## config.mk

```make
export PLATFORM = sky130hd
export DESIGN_NAME = pong_game_core
export DESIGN_NICKNAME = d
export VERILOG_FILES = /design/src/rtl/pong_game_core.sv
export SDC_FILE = /design/constraint.sdc
export NUM_CORES = 1
export LEC_CHECK = 0
export ABC_AREA = 1
export CAP_MARGIN = 20
export CORE_UTILIZATION = 50
export CTS_BUF_LIST = sky130_fd_sc_hd__clkbuf_16
export CTS_CLUSTER_SIZE = 8
export DETAILED_ROUTE_END_ITERATION = 7
export GPL_TIMING_DRIVEN = 1
export PLACE_DENSITY = 0.73
export SETUP_SLACK_MARGIN = 0.4
export SLEW_MARGIN = 40
export SYNTH_ARGS = -nofsm -noshare
export SYNTH_HDL_FRONTEND = slang
export SYNTH_SLANG_ARGS = --single-unit
```

## constraint.sdc

```tcl
create_clock -name clk -period 7.2 [get_ports clk]
set_input_delay 0.72 -clock clk [delete_from_list [all_inputs] [get_ports clk]]
set_output_delay 0.72 -clock clk [all_outputs]
set_load 0.01 [all_outputs]
```

## src/rtl/pong_game_core.sv

```systemverilog
// Pong engine: paddle and ball motion, serve/score FSM and pixel colouring.
// All game state advances on a single per-frame tick taken from the scan position.
module pong_game_core #(
    parameter int H_ACTIVE     = 640,
    parameter int V_ACTIVE     = 480,
    parameter int PAD_HEIGHT   = 72,
    parameter int PAD_WIDTH    = 8,
    parameter int P1_X         = 32,
    parameter int P2_X         = 600,
    parameter int BALL_SIZE    = 8,
    parameter int PAD_VEL      = 3,
    parameter int BALL_VEL     = 2,
    parameter int WIN_SCORE    = 9,
    parameter int SCORE_W      = 4,
    parameter int SERVE_FRAMES = 60
) (
    input  logic               clk,
    input  logic               reset,
    input  logic               up1,
    input  logic               down1,
    input  logic               up2,
    input  logic               down2,
    input  logic               start,
    input  logic               video_on,
    input  logic [9:0]         x,
    input  logic [9:0]         y,
    output logic [11:0]        rgb,
    output logic [SCORE_W-1:0] p1_score,
    output logic [SCORE_W-1:0] p2_score,
    output logic               game_over,
    output logic               winner
);
    typedef enum logic [1:0] {S_IDLE, S_SERVE, S_PLAY, S_OVER} state_t;

    localparam int TW = $clog2(SERVE_FRAMES + 1);
    localparam logic [9:0] FRAME_Y   = 10'(V_ACTIVE + 1);
    localparam logic [9:0] PAD_MAX   = 10'(V_ACTIVE - PAD_HEIGHT);
    localparam logic [9:0] PAD_INIT  = 10'((V_ACTIVE - PAD_HEIGHT) / 2);
    localparam logic [9:0] BALL_X0   = 10'((H_ACTIVE - BALL_SIZE) / 2);
    localparam logic [9:0] BALL_Y0   = 10'((V_ACTIVE - BALL_SIZE) / 2);
    localparam logic [9:0] BALL_YMAX = 10'(V_ACTIVE - BALL_SIZE);
    localparam logic [9:0] PV        = 10'(PAD_VEL);
    localparam logic [9:0] BV        = 10'(BALL_VEL);
    localparam logic [9:0] PH        = 10'(PAD_HEIGHT);
    localparam logic [9:0] PW        = 10'(PAD_WIDTH);
    localparam logic [9:0] BS        = 10'(BALL_SIZE);
    localparam logic [9:0] P1_HIT_LO = 10'(P1_X);
    localparam logic [9:0] P1_HIT_HI = 10'(P1_X + PAD_WIDTH - 1);
    localparam logic [9:0] P1_RET    = 10'(P1_X + PAD_WIDTH);
    // Paddle 2 is hit by the ball's right edge, expressed here as left-edge bounds.
    localparam logic [9:0] P2_HIT_LO = 10'(P2_X - BALL_SIZE + 1);
    localparam logic [9:0] P2_HIT_HI = 10'(P2_X + PAD_WIDTH - BALL_SIZE);
    localparam logic [9:0] P2_RET    = 10'(P2_X - BALL_SIZE);
    localparam logic [9:0] R_MISS_TH = 10'(H_ACTIVE - BALL_SIZE - BALL_VEL);
    localparam logic [9:0] NET_X0    = 10'(H_ACTIVE / 2 - 1);
    localparam logic [9:0] NET_X1    = 10'(H_ACTIVE / 2);
    localparam logic [SCORE_W-1:0] WIN     = SCORE_W'(WIN_SCORE);
    localparam logic [TW-1:0]      SF_LAST = TW'(SERVE_FRAMES - 1);

    state_t             state_q, state_d;
    logic [9:0]         ball_x_q, ball_x_d, ball_y_q, ball_y_d;
    logic               x_dir_q, x_dir_d, y_dir_q, y_dir_d;  // 1 = right / down
    logic [TW-1:0]      serve_cnt_q, serve_cnt_d;
    logic [SCORE_W-1:0] p1_score_q, p1_score_d, p2_score_q, p2_score_d;
    logic               game_over_q, game_over_d, winner_q, winner_d;

    logic               frame_tick, pad_move;
    logic [1:0]         btn_up, btn_dn, pad_px;
    logic [9:0]         pad_top [2];
    logic               hit1, hit2, miss_l, miss_r, ball_px, net_px;
    logic               p1_point, p2_point;
    logic [SCORE_W-1:0] p1_inc, p2_inc;

    assign frame_tick = (x == 10'd0) && (y == FRAME_Y);
    assign pad_move   = frame_tick && (state_q == S_SERVE || state_q == S_PLAY);
    assign btn_up     = {up2, up1};
    assign btn_dn     = {down2, down1};

    generate
        for (genvar gi = 0; gi < 2; gi++) begin : g_pad
            localparam logic [9:0] PX = (gi == 0) ? 10'(P1_X) : 10'(P2_X);
            logic [9:0] top_q, top_d;

            always_comb begin
                top_d = top_q;
                if (pad_move) begin
                    if (btn_up[gi] && !btn_dn[gi])
                        top_d = (top_q <= PV) ? 10'd0 : top_q - PV;
                    else if (btn_dn[gi] && !btn_up[gi])
                        top_d = (top_q >= PAD_MAX - PV) ? PAD_MAX : top_q + PV;
                end
            end

            always_ff @(posedge clk) begin
                if (reset) top_q <= PAD_INIT;
                else       top_q <= top_d;
            end

            assign pad_top[gi] = top_q;
            assign pad_px[gi]  = (x >= PX) && (x < PX + PW) && (y >= top_q) && (y < top_q + PH);
        end
    endgenerate

    assign miss_l = (ball_x_q < BV);
    assign miss_r = (ball_x_q > R_MISS_TH);
    assign hit1   = (ball_x_q >= P1_HIT_LO) && (ball_x_q <= P1_HIT_HI)
                 && (ball_y_q + BS > pad_top[0]) && (ball_y_q < pad_top[0] + PH);
    assign hit2   = (ball_x_q >= P2_HIT_LO) && (ball_x_q <= P2_HIT_HI)
                 && (ball_y_q + BS > pad_top[1]) && (ball_y_q < pad_top[1] + PH);
    assign p1_inc = (p1_score_q == '1) ? p1_score_q : p1_score_q + SCORE_W'(1);
    assign p2_inc = (p2_score_q == '1) ? p2_score_q : p2_score_q + SCORE_W'(1);

    always_comb begin
        state_d     = state_q;
        ball_x_d    = ball_x_q;
        ball_y_d    = ball_y_q;
        x_dir_d     = x_dir_q;
        y_dir_d     = y_dir_q;
        serve_cnt_d = serve_cnt_q;
        p1_score_d  = p1_score_q;
        p2_score_d  = p2_score_q;
        game_over_d = game_over_q;
        winner_d    = winner_q;
        p1_point    = 1'b0;
        p2_point    = 1'b0;
        case (state_q)
            S_IDLE: if (start) begin
                state_d     = S_SERVE;
                serve_cnt_d = '0;
                x_dir_d     = 1'b1;
                y_dir_d     = 1'b1;
            end
            S_SERVE: if (frame_tick) begin
                if (serve_cnt_q == SF_LAST) begin
                    state_d     = S_PLAY;
                    serve_cnt_d = '0;
                end else begin
                    serve_cnt_d = serve_cnt_q + TW'(1);
                end
            end
            S_PLAY: if (frame_tick) begin
                if (!x_dir_q) begin
                    if (miss_l)    p2_point = 1'b1;
                    else if (hit1) begin ball_x_d = P1_RET; x_dir_d = 1'b1; end
                    else           ball_x_d = ball_x_q - BV;
                end else begin
                    if (miss_r)    p1_point = 1'b1;
                    else if (hit2) begin ball_x_d = P2_RET; x_dir_d = 1'b0; end
                    else           ball_x_d = ball_x_q + BV;
                end
                if (y_dir_q) begin
                    if (ball_y_q >= BALL_YMAX - BV) begin ball_y_d = BALL_YMAX; y_dir_d = 1'b0; end
                    else ball_y_d = ball_y_q + BV;
                end else begin
                    if (ball_y_q <= BV) begin ball_y_d = 10'd0; y_dir_d = 1'b1; end
                    else ball_y_d = ball_y_q - BV;
                end
                if (p1_point || p2_point) begin
                    // Re-centre and serve toward whoever just conceded.
                    ball_x_d    = BALL_X0;
                    ball_y_d    = BALL_Y0;
                    x_dir_d     = p1_point;
                    y_dir_d     = 1'b1;
                    serve_cnt_d = '0;
                    if (p1_point) p1_score_d = p1_inc;
                    else          p2_score_d = p2_inc;
                    if ((p1_point && p1_inc == WIN) || (p2_point && p2_inc == WIN)) begin
                        state_d     = S_OVER;
                        game_over_d = 1'b1;
                        winner_d    = p2_point;
                    end else begin
                        state_d = S_SERVE;
                    end
                end
            end
            S_OVER: if (start) begin
                state_d     = S_SERVE;
                serve_cnt_d = '0;
                x_dir_d     = 1'b1;
                y_dir_d     = 1'b1;
                p1_score_d  = '0;
                p2_score_d  = '0;
                game_over_d = 1'b0;
                winner_d    = 1'b0;
            end
            default: state_d = S_IDLE;
        endcase
    end

    always_ff @(posedge clk) begin
        if (reset) begin
            state_q     <= S_IDLE;
            ball_x_q    <= BALL_X0;
            ball_y_q    <= BALL_Y0;
            x_dir_q     <= 1'b1;
            y_dir_q     <= 1'b1;
            serve_cnt_q <= '0;
            p1_score_q  <= '0;
            p2_score_q  <= '0;
            game_over_q <= 1'b0;
            winner_q    <= 1'b0;
        end else begin
            state_q     <= state_d;
            ball_x_q    <= ball_x_d;
            ball_y_q    <= ball_y_d;
            x_dir_q     <= x_dir_d;
            y_dir_q     <= y_dir_d;
            serve_cnt_q <= serve_cnt_d;
            p1_score_q  <= p1_score_d;
            p2_score_q  <= p2_score_d;
            game_over_q <= game_over_d;
            winner_q    <= winner_d;
        end
    end

    assign ball_px = (x >= ball_x_q) && (x < ball_x_q + BS) && (y >= ball_y_q) && (y < ball_y_q + BS);
    assign net_px  = ((x == NET_X0) || (x == NET_X1)) && !y[4];

    always_comb begin
        rgb = 12'h111;
        if (!video_on)    rgb = 12'h000;
        else if (|pad_px) rgb = 12'hAAA;
        else if (ball_px) rgb = 12'hFFF;
        else if (net_px)  rgb = 12'h555;
    end

    assign p1_score  = p1_score_q;
    assign p2_score  = p2_score_q;
    assign game_over = game_over_q;
    assign winner    = winner_q;
endmodule

```

==> results.yml <==
outcome:
  status: "finished with violations"
  violations: "DRC"
worst_hold_path:
  hp-class: "reg2reg"
  whs_path_depth: 2
sta:
  max_freq_mhz: 219
  finalCritPeriodShare_pct: 63.3
  final-hold-violation-count: 0
  fin_hold_ws_ns: 0.466
  maxSlewViolCount: 0
  rsz0062_at_grt: "false"
  setup_slack_ns: 2.64
  fin_tns_setup_ns: 0
  slew_headroom_pct: 61.3
  finClkSkew_ns: 0.00944
  finalSetupViolCount: 0
  tightest_slew_ns: 0.580
  period_needed_ns: 4.56
clocking:
  root_buffer: "clkbuf_16"
  cts_tree: "done"
  htree_levels: 3
  cts.sinks: 58
  insertion_delay_ns: 0.35
  postCtsSetupBuffers: 0
  cts_hold_buf: 0
  ctsResizeCount: 0
  clk_pin_slew_ns: 0.06
  cts_buffer_depth: 2
  cts_buffers: 9
logic_synthesis:
  synth_compound_area_share_pct: 15.1
  synth_seq_area_share_pct: 15.2
  syn_inst: 1203
  yosysWarnings: 0
  synth_top_flop_cell: "dfxtp_1"
  yosysUniqueCellTypes: 52
  synth_xor_area_share_pct: 5.61
  synth_mux_area_share_pct: 0
  synth-seq-cells: 58
  syn-cell-area_sq_mm: 0.00764
  synth_edf_count: 0
  synth-simple-area-share_pct: 33.2
  syn_avg_cell_area_sq_um: 6.35
  syn-num-nets: 1358
  yosys.area_share.adder_pct: 20.8
  synth_top_family_by_area: "simple AND/OR/NAND/NOR gates"
  async_flop_share_pct: 0
pwr:
  p_leak_nw: 3.92
  vdd_drop_max_mv: 0.107
  powerDensity_mw_per_mm2: 142
die:
  die_width_microns: 126
  die_h_microns: 126
  die_area_sq_mm: 0.0158
  core-area_sq_mm: 0.0147
  start_util_pct: 52.0
  rows: 44
  ios: 50
global_route:
  grt_pass1_wl_microns: 35700
  grt_max_degree: 32
  grt_util_all_layers_pct: 28.2
  antenna_found_initial: 0
  grt_pass1_vias: 7292
  grt.overflow.total: 0
worst_setup_path:
  cp_slowest_stage_delay_ns: 0.65
  cp-start-kind: "flip-flop"
  arrival_ns: 3.84
  crit_type: "reg2out"
  endpoint_kind: "primary output"
  rr_worst_depth: 17
  worstPathRequired_ns: 6.48
  cp_max_fo: 11
  slowest_stage: "dfxtp_1"
  path_cells: "ha_1, nand2_1, nor3_1, xor2_1, inv_1, ha_1, nand4_1, nor4_1, nor2_1, nand3_1, nand3_1, nand2_1, inv_1, clkdlybuf4s50_1"
detailed_routing:
  drt_iter0_markers: 523
  drt-total-wl_microns: 21700
  dr.pass1.iters: 8
  vias: 7990
  post-route-drc-count: 8
  wl_per_cell_microns: 15.2
  ant_nets: 0
  via_per_inst: 5.61
finish:
  fill_cells: 1453
  regArea_sq_mm: 0.00116
  drive_gt1_share_pct: 4.44
  final_common_cell: "nand2_1"
  final_cell_mix: "nand2_1, inv_1, nor2_1"
  diodes: 0
  nNetsFinal: 1389
  syn_to_final_growth_pct: 10.8
  multi_input_area_sq_mm: 0.00571
  fin_cells: 1423
  finalCoreUtilization_pct: 57.6
placement:
  dp_hpwl_microns: 16800
  place.gp.congestion: 0.987
  dp_cells: 1407
  io_buffers: 49
  pre_cts_ws_ns: 3.01
flow_run:
  cap_viol_max_count: 0
==> critical path, delay by kind of cell (launching register included) <==
kind                     cells  cell delay [ns]
XOR/XNOR                     1             0.34
adder cells (fa/ha/maj)      2             0.61
buffers and inverters        3             0.66
flip-flops                   1             0.65
AND/OR/NAND/NOR              8             1.25
==> power by group <==
group	total [W]	internal, W	switching (W)
clock network	0.000401	0.000231	0.000170
registers	0.000376	0.000344	0.0000324
logic	0.000421	0.000149	0.000273
==> final cells by class <==
cell class                 count  share of cell area (%)
clock buffer                   9                    2.66
clock inverter                 7                   0.532
inverter                     158                    7.11
multi-input combinational    957                    67.4
sequential                    58                    13.7
tap                          184                    2.72
timing repair buffer          50                    5.88
==> per-stage QoR <==
step	area (sq um)	power (W)
5_1_grt	8470	0.00127
6_report	8470	0.00120
3_5_place_dp	8200	0.000795
3_3_place_gp	8200	0.000791
4_1_cts	8470	0.00120
2_1_floorplan	7640	0.000675
==> worst paths after layout <==
| check | startpoint | end | slack [ns] |
|---|---|---|---|
| setup / recovery | ball_y_q[3] | rgb[5] | 2.64 |
| hold / removal | game_over | game_over | 0.47 |
| setup reg to reg | ball_y_q[3] | ball_x_q[3] | 4.05 |
| hold reg to reg | game_over | game_over | 0.47 |
==> layer usage <==
layer | wire (microns) | share of wire, % | GRT usage, % | vias to the layer above
met2 | 9390 | 43 | 44.8 | 285
met5 | 0 | 0 | 0 | -
met1 | 10200 | 47 | 37.9 | 3595
li1 | - | - | - | 4056
met4 | 762 | 3.5 | 13.8 | 0
met3 | 1380 | 6.3 | 3.14 | 54
==> cells by family after synthesis <==
kind of cell / Yosys count
and+or+nand+nor: 573
DFF: 58
adders and majority gates: 127
buffers and inverters: 188
xor gates and xnor gates: 49
AOI/OAI and AO/OA: 208
==> sequential cells by signal, summed over array words and instances (netlist names), 2 cells and up <==
register,cells
g_pad.top_q,20
ball_x_q,9
ball_y_q,9
serve_cnt_q,6
p1_score,4
p2_score,4
state_q,2
==> cell usage after synthesis (7+ instances only) <==
cell type | n | area, sq um
ha_1 | 127 | 1590
nor4_1 | 7 | 43.8
buf_4 | 10 | 75.1
buf_2 | 7 | 35.0
inv_1 | 143 | 537
xor2_1 | 45 | 394
nand2_1 | 271 | 1020
clkbuf_1 | 11 | 41.3
o21ai_0 | 67 | 335
nor3_1 | 22 | 110
o211ai_1 | 15 | 113
inv_2 | 9 | 33.8
nor2_1 | 128 | 480
nand4_1 | 25 | 156
o21a_1 | 8 | 60.1
nand3_1 | 90 | 450
dfxtp_1 | 58 | 1160
a21oi_1 | 94 | 470
(Power assumes the default switching activity.)
